<file path="src/rtl/register_file_mp_pkg.sv">
// register_file_mp_pkg: shared defaults and index helpers for the multi-port register file.
package register_file_mp_pkg;
  localparam int DEF_DATA_W = 32;
  localparam int DEF_ADDR_W = 5;
  localparam int REG_ZERO   = 0;

  // True when idx names a real register that may be written, forwarded or marked busy
  function automatic logic idx_live(input int idx, input int num_regs, input logic zero_reg);
    return idx < num_regs && !(zero_reg && idx == REG_ZERO);
  endfunction
endpackage

</file>
<file path="src/rtl/register_file_mp_scoreboard.sv">
// register_file_mp_scoreboard: per-register pending-write bits; issue sets, write clears, set wins.
module register_file_mp_scoreboard
  import register_file_mp_pkg::*;
#(
  parameter int ADDR_W   = DEF_ADDR_W,
  parameter int NUM_REGS = 2 ** ADDR_W,
  parameter int ZERO_REG = 1
) (
  input  logic                clk_i,
  input  logic                rst_ni,
  input  logic                issue_valid_i,
  input  logic [ADDR_W-1:0]   issue_reg_i,
  input  logic                wr_a_i,
  input  logic [ADDR_W-1:0]   wr_a_reg_i,
  input  logic                wr_b_i,
  input  logic [ADDR_W-1:0]   wr_b_reg_i,
  output logic [NUM_REGS-1:0] busy_o
);
  logic [NUM_REGS-1:0] busy_q, busy_d;
  logic set_ok;

  assign set_ok = issue_valid_i && idx_live(int'(issue_reg_i), NUM_REGS, ZERO_REG != 0);

  always_comb begin
    for (int i = 0; i < NUM_REGS; i++)
      busy_d[i] = (set_ok && issue_reg_i == ADDR_W'(i)) ? 1'b1 :
                  ((wr_a_i && wr_a_reg_i == ADDR_W'(i)) || (wr_b_i && wr_b_reg_i == ADDR_W'(i))) ? 1'b0 :
                  busy_q[i];
  end

  always_ff @(posedge clk_i or negedge rst_ni)
    if (!rst_ni) busy_q <= '0;
    else         busy_q <= busy_d;

  assign busy_o = busy_q;
endmodule

</file>
<file path="src/rtl/register_file_mp.sv">
// register_file_mp: 2-read/2-write register file with optional write-through bypass
// and a busy scoreboard for hazard stalls.
module register_file_mp
  import register_file_mp_pkg::*;
#(
  parameter int DATA_W   = DEF_DATA_W,
  parameter int ADDR_W   = DEF_ADDR_W,
  parameter int NUM_REGS = 2 ** ADDR_W,
  parameter int BYPASS   = 1,
  parameter int ZERO_REG = 1
) (
  input  logic              Clk,
  input  logic              Rst_n,
  input  logic [ADDR_W-1:0] ReadRegister1,
  input  logic [ADDR_W-1:0] ReadRegister2,
  output logic [DATA_W-1:0] ReadData1,
  output logic [DATA_W-1:0] ReadData2,
  output logic              ReadBusy1,
  output logic              ReadBusy2,
  input  logic              RegWriteA,
  input  logic [ADDR_W-1:0] WriteRegisterA,
  input  logic [DATA_W-1:0] WriteDataA,
  input  logic              RegWriteB,
  input  logic [ADDR_W-1:0] WriteRegisterB,
  input  logic [DATA_W-1:0] WriteDataB,
  input  logic              IssueValid,
  input  logic [ADDR_W-1:0] IssueRegister
);
  logic [DATA_W-1:0]   regs_q [NUM_REGS];
  logic [DATA_W-1:0]   regs_d [NUM_REGS];
  logic [NUM_REGS-1:0] busy;
  logic                wa_ok, wb_ok;
  logic [ADDR_W-1:0]   ra [2];
  logic [DATA_W-1:0]   rd [2];
  logic [1:0]          rok, hit_a, hit_b, rb;

  assign wa_ok = RegWriteA && idx_live(int'(WriteRegisterA), NUM_REGS, ZERO_REG != 0);
  assign wb_ok = RegWriteB && idx_live(int'(WriteRegisterB), NUM_REGS, ZERO_REG != 0);

  // A applied last so it overrides B on a shared index
  always_comb begin
    regs_d = regs_q;
    if (wb_ok) regs_d[WriteRegisterB] = WriteDataB;
    if (wa_ok) regs_d[WriteRegisterA] = WriteDataA;
  end

  always_ff @(posedge Clk or negedge Rst_n)
    if (!Rst_n) regs_q <= '{default: '0};
    else        regs_q <= regs_d;

  register_file_mp_scoreboard #(
    .ADDR_W(ADDR_W), .NUM_REGS(NUM_REGS), .ZERO_REG(ZERO_REG)
  ) u_sb (
    .clk_i(Clk), .rst_ni(Rst_n),
    .issue_valid_i(IssueValid), .issue_reg_i(IssueRegister),
    .wr_a_i(wa_ok), .wr_a_reg_i(WriteRegisterA),
    .wr_b_i(wb_ok), .wr_b_reg_i(WriteRegisterB),
    .busy_o(busy)
  );

  assign ra[0] = ReadRegister1;
  assign ra[1] = ReadRegister2;

  for (genvar p = 0; p < 2; p++) begin : g_rd
    assign rok[p]   = idx_live(int'(ra[p]), NUM_REGS, ZERO_REG != 0);
    assign hit_a[p] = BYPASS != 0 && wa_ok && WriteRegisterA == ra[p];
    assign hit_b[p] = BYPASS != 0 && wb_ok && WriteRegisterB == ra[p];
    assign rd[p]    = !rok[p] ? '0 : hit_a[p] ? WriteDataA : hit_b[p] ? WriteDataB : regs_q[ra[p]];
    // forwarded data already satisfies the consumer, so hide the pending bit
    assign rb[p]    = rok[p] && busy[ra[p]] && !(hit_a[p] || hit_b[p]);
  end

  assign ReadData1 = rd[0];
  assign ReadData2 = rd[1];
  assign ReadBusy1 = rb[0];
  assign ReadBusy2 = rb[1];
endmodule
</file>
<file path="config.mk">
export PLATFORM = sky130hd
export DESIGN_NAME = register_file_mp
export DESIGN_NICKNAME = d
export VERILOG_FILES = /design/src/rtl/register_file_mp_pkg.sv /design/src/rtl/register_file_mp_scoreboard.sv /design/src/rtl/register_file_mp.sv
export SDC_FILE = /design/constraint.sdc
export NUM_CORES = 2
export LEC_CHECK = 0
export CAP_MARGIN = 40
export CORE_UTILIZATION = 30
export DETAILED_ROUTE_END_ITERATION = 7
export PLACE_DENSITY = 0.54
export SETUP_SLACK_MARGIN = 0.15
export SLEW_MARGIN = 5
export SYNTH_ARGS = -nofsm -noshare
export SYNTH_HDL_FRONTEND = slang
export SYNTH_SLANG_ARGS = --single-unit
</file>
<file path="constraint.sdc">
create_clock -name Clk -period 3.25 [get_ports Clk]
set_clock_uncertainty 0.15 [all_clocks]
set_input_delay 0.325 -clock Clk [delete_from_list [all_inputs] [get_ports Clk]]
set_output_delay 0.325 -clock Clk [all_outputs]
set_load 0.005 [all_outputs]
</file>
# --- Word level (Yosys, flattened, before mapping) ---
# Cells that the tools add are included.
word_totals:
  latch_bits: 0
  mem_count: 0
  elab_cells: 451
  inputBits: 94
  rom_bits: 0
  out_inout_bits: 66
  ramBits: 0
  ff_bits: 1056
op_classes:
  bitwise_logic: 4
  n_reduce_logical: 190
  n_div: 0
  shift: 0
  addsub: 0
  muxes: 88
  eq_ne: 97
  n_lt_le_gt_ge: 8
  n_mul: 0
ops:
  columns: ["cell", "n"]
  rows:
  - ["$bwmux W1024", 2]
  - ["$mux W1024", 2]
  - ["$mux W32", 12]
  - ["$bmux W32 S5", 2]
  - ["$demux W32 S5", 2]
  - ["$eq A5 B5 Y1 const B", 48]
  - ["$eq A5 B4 Y1 const B", 24]
  - ["$logic_and A1 B1 Y1", 109]
  - ["$mux W1", 66]
  - ["$reduce_bool A2 Y1", 32]
  - ["$eq A5 B3 Y1 const B", 12]
  - ["$logic_not A5 Y1", 8]
  - ["$logic_or A1 B1 Y1", 34]
  - ["$eq A5 B2 Y1 const B", 6]
  - ["$ge A6 B6 Y1 const B", 4]
  - ["$not A5 Y6", 4]
  - ["$eq A5 B5 Y1", 4]
  - ["$eq A5 B1 Y1 const B", 3]
  - ["$lt A5 B6 Y1 const B", 2]
  - ["$lt A6 B1 Y1 const B", 2]
  - ["$bmux W1 S5", 2]
  - ["$logic_not A1 Y1", 7]

# --- Logic depth before layout (Yosys ltp) ---
depth:
  ltp_word: 9
  ltp_mapped: 9

# --- By module ---
# Synthesis repeated with hierarchy kept, for this count alone.
unflattened:
  cells_unflattened: 6867
  hier_area_um2: 66950.5
by_module_without_submodules:
  columns: ["module", "area_per_inst_um2", "seq_area_each_um2", "instances", "cells_per_inst"]
  rows:
  - ["register_file_mp", 65220.1, 25624.6, 1, 6713]
  - ["register_file_mp_scoreboard", 1730.4, 800.8, 1, 154]

# --- Worst setup path after synthesis ---
# OpenSTA, ideal clock, no wires.
synth_timing:
  path_kind: "input to output"
  startpoint: "in ReadRegister2[1]"
  endpoint: "out ReadData2[10]"
  n_path_buf: 5
  cell_stages: 9
  arrival_time_ps: 2086
  path_slack_ps: 689
  cell_sequence: "buf_4 -> buf_4 -> buf_4 -> buf_4 -> buf_2 -> mux4_2 -> a21oi_1 -> a32oi_1 -> a221o_1"
synth_between:
  elab_chain_len: 7
  word_cells_on_any_way: 12
  classes_between: "2 x eq/ne; 6 x mux; 1 x bitwise; 3 x reduce/logical"
synth_lines:
  columns: ["element", "line", "text"]
  rows:
  - ["start, declared", "register_file_mp.sv:15", "input logic [ADDR_W-1:0] ReadRegister2,"]
  - ["$not A5 Y6 (implied by the code)", "register_file_mp.sv:68", "assign rd[p] = !rok[p] ? '0 : hit_a[p] ? WriteDataA : hit_b[p] ? WriteDataB : regs_q[ra[p]];"]
  - ["$bmux W32 S5", "register_file_mp.sv:68", null]
  - ["$mux W32 (implied by the code) (2 in series)", "register_file_mp.sv:68", null]
  - ["$mux W32 (2 in series)", "register_file_mp.sv:68", null]
  - ["$mux W32 (*)", "register_file_mp.sv:68", null]
  - ["end, declared", "register_file_mp.sv:17", "output logic [DATA_W-1:0] ReadData2,"]
# Every way passes the cells marked *; elsewhere a longest branch is shown, timed or not. The select of a mux whose other input is x is not followed.

# --- Worst setup path after layout ---
layout_timing:
  startpoint: "reg u_sb.busy_q[31], in the netlist u_sb.busy_o[31]"
  endpoint: "out ReadBusy2"
layout_between:
  elab_chain_len: 4
layout_lines:
  columns: ["element", "line", "text"]
  rows:
  - ["start, declared", "register_file_mp_scoreboard.sv:19", "logic [NUM_REGS-1:0] busy_q, busy_d;"]
  - ["start signal, assigned", "register_file_mp_scoreboard.sv:33", "else busy_q <= busy_d;"]
  - ["$bmux W1 S5", "register_file_mp.sv:70", "assign rb[p] = rok[p] && busy[ra[p]] && !(hit_a[p] || hit_b[p]);"]
  - ["$mux W1 (implied by the code)", "register_file_mp.sv:70", null]
  - ["$logic_and A1 B1 Y1 (2 in series)", "register_file_mp.sv:70", null]
  - ["end, declared", "register_file_mp.sv:19", "output logic ReadBusy2,"]
# Every way passes these cells. The select of a mux whose other input is x is not followed.

==> flow_summary.yaml <==
detailed_routing:
  via_per_inst: 5.99
  firstDrtPassIters: 8
  wl_per_cell_um: 32.1
  ant_nets: 0
  routed_wl_um: 318000
  drt-initial-drc-count: 8384
  num_vias: 59400
  drc: 0
sta:
  drv_slew: 0
  setup_viol: 3
  hold_ws_ns: 0.0426
  final.setup.tns_ns: -0.128
  hold_viol: 0
  fmax_mhz: 297
  rsz0062_at_grt: "yes"
  timing.final.crit_period_ns: 3.36
  finalCritPeriodShare: 1.04
  slew_headroom: 0.401
  worstMarginPinSlew_ns: 0.899
  finalWorstSetupSlack_ns: -0.114
logic_synthesis:
  synth_top_family_by_area: "multiplexers"
  synth.area.mux_share: 0.305
  synth_edf_count: 0
  netlist_area_mm2: 0.0668
  syn_area_per_cell_um2: 9.92
  synth_cell_type_count: 54
  ys_warn_count: 0
  synth_ff_type: "dfrtp_1"
  synth_seq_cells: 1056
  synthSimpleGateAreaFrac: 0.102
  async_flop_share: 1.00
  synth-compound-area-share: 0.141
  syn_nets: 6829
  syn_inst: 6735
  synth-xor-area-share: 0.00262
  ys_seq_area_frac: 0.396
  synthAdderAreaFrac: 0
run_status:
  status: "finished, violations left"
  violations: "negative setup slack"
pwr:
  power_w: 0.0467
  p_leak_nw: 36.0
  vdd_drop_max_uv: 456
  p_per_area_mw_per_mm2: 572
global_route:
  grt_overflow: 0
  grt_pass1_wl_um: 444000
  antenna_found_initial: 6
  grt_util_all_layers: 0.276
  grt_max_degree: 107
  grt_pass1_vias: 56800
floorplan:
  core_area_mm2: 0.221
  die_w_um: 474
  rows: 172
  fp.dieH_um: 474
  fp.dieArea_mm2: 0.225
  initial_core_util: 0.303
  pin_count: 160
clock_tree:
  tritoncts: "built"
  clock-sinks: 1056
  max-clock-path-buffers: 3
  path_clk_slew_ns: 0.07
  cts_buffers: 114
  insertion_delay_ns: 0.78
  clock-root-buffer: "clkbuf_16"
  htree_levels: 3
cells_and_area:
  fin_cells: 9915
  final_common_cell: "mux2i_1"
  drive_above_1_share: 0.234
  syn_to_final_growth_pct: 22.1
  layout_common_cells: "1124 x mux2i_1, 1056 x dfrtp_1, 703 x nand2_1"
  num-nets-final: 6948
  fillCellCount: 21600
critical_path:
  path_delay_family: "multiplexers"
  crit_path_max_fanout: 2
  slowest_stage: "mux4_2"
  cp.arrival_ns: 2.89
  crit_type: "flop to primary output"
  required_ns: 2.77
  crit_path_end_kind: "primary output"
  critPathMaxStageDelay_ns: 0.56
  crit_buf_inv: 3
  worstSetupStartpointType: "flop"
  crit_chain: "buf_6, mux4_2, mux4_2, a22oi_2, nor3_4, buf_4, buf_6"
run:
  drv_cap: 0
hold_path:
  hp-class: "input port to flop"
placed_design:
  place_inst: 9581
  gp_congestion: 0.933
  io_buffers: 159
  dp_hpwl_um: 198000
cell families (layout without fill, tap and decap cells):
| kind of cell | Yosys count | after routing |
|---|---|---|
| flip-flops | 1056 | 1056 |
| multiplexers | 1591 | 1591 |
| AND/OR/NAND/NOR | 1669 | 1669 |
| AO/OA/AOI/OAI | 1522 | 1522 |
| XOR/XNOR | 20 | 20 |
| buffers and inverters | 877 | 1087 |
| other | 0 | 12 |
through the flow:
step,util,worst slack (ns),area (um^2)
2_1_floorplan,-,0.689,66800
3_3_place_gp,0.344,-0.707,75900
3_5_place_dp,0.344,-0.697,76000
4_1_cts,0.369,-0.129,81300
5_1_grt,0.370,-0.186,81600
6_report,0.370,-0.114,81600
state kept, by name, summed over array words and instances, names as in the netlist:
signal and count:
regs_q 1024, u_sb.busy_o 32
report_power, final:
part	internal [W]	switching, W	total, W	leakage, nW
clock	0.00813	0.00605	0.0142	1.95
combinational	0.00682	0.00619	0.0130	21.1
sequential	0.0165	0.00293	0.0195	12.9
worst register-to-register path, delay by kind of cell, from the launching register on:
family	cells	cell delay, ns
flops	1	0.42
buf+inv	1	0.17
compound gates	2	0.24
repair_timing:
item	4_1_cts	5_1_grt
setup buffers	95	13
hold endpoints to repair	902	0
setup endpoints to repair	66	58
hold buffers	2	0
gates resized for setup	422	47
pin swaps	60	45
cloned	4	0
synth_stat cells (all sizes together) (10+ instances only):
library cell	number	area [um^2]
and4	34	298
dfrtp	1056	26400
nand2	751	2820
xnor2	10	87.6
nor2b	19	119
xor2	10	87.6
buf	252	1260
mux2i	1125	11300
a221oi	32	280
o21ai	395	1980
nor2	712	2670
a22oi	193	1450
nand2b	12	75.1
a21oi	630	3150
inv	41	154
nor3	28	160
o221ai	87	1060
a31oi	75	469
clkbuf	584	2210
mux2	124	1400
a32oi	55	482
nand3	70	350
a32o	45	450
mux4	342	7700
path summary, 6_finish.rpt:
check                           depth (start not counted)         endpoint         startpoint  slack [ns]
max in group asynchronous                               4  u_sb.busy_o[25]              Rst_n        1.95
worst min register to register                          0     regs_q[1002]       regs_q[1002]        0.25
worst min-delay path                                    6   u_sb.busy_o[6]  WriteRegisterA[0]        0.04
min in group asynchronous                               3   u_sb.busy_o[7]              Rst_n        0.13
worst max-delay path                                    7        ReadBusy2    u_sb.busy_o[31]       -0.11
worst max register to register                          3      regs_q[448]        regs_q[448]        2.15
area by class of cell:
cell class / instances / area (um^2) / share of cell area
clock buffer: 173 / 3420 / 0.0420
timing repair buffer: 839 / 9350 / 0.115
sequential: 1056 / 26400 / 0.324
clock inverter: 34 / 548 / 0.00672
tap: 2958 / 3700 / 0.0454
multi-input combinational: 4802 / 37900 / 0.465
inverter: 41 / 154 / 0.00189
antenna: 12 / 30.0 / 0.000368
layer usage:
layer  track usage  wire length, um  share of wire
met1         0.350           122000           0.38
met2         0.423           140000           0.44
met3        0.0688            33800           0.11
met4         0.166            22600          0.071
met5             0                0              0
(Power assumes the default switching activity.)
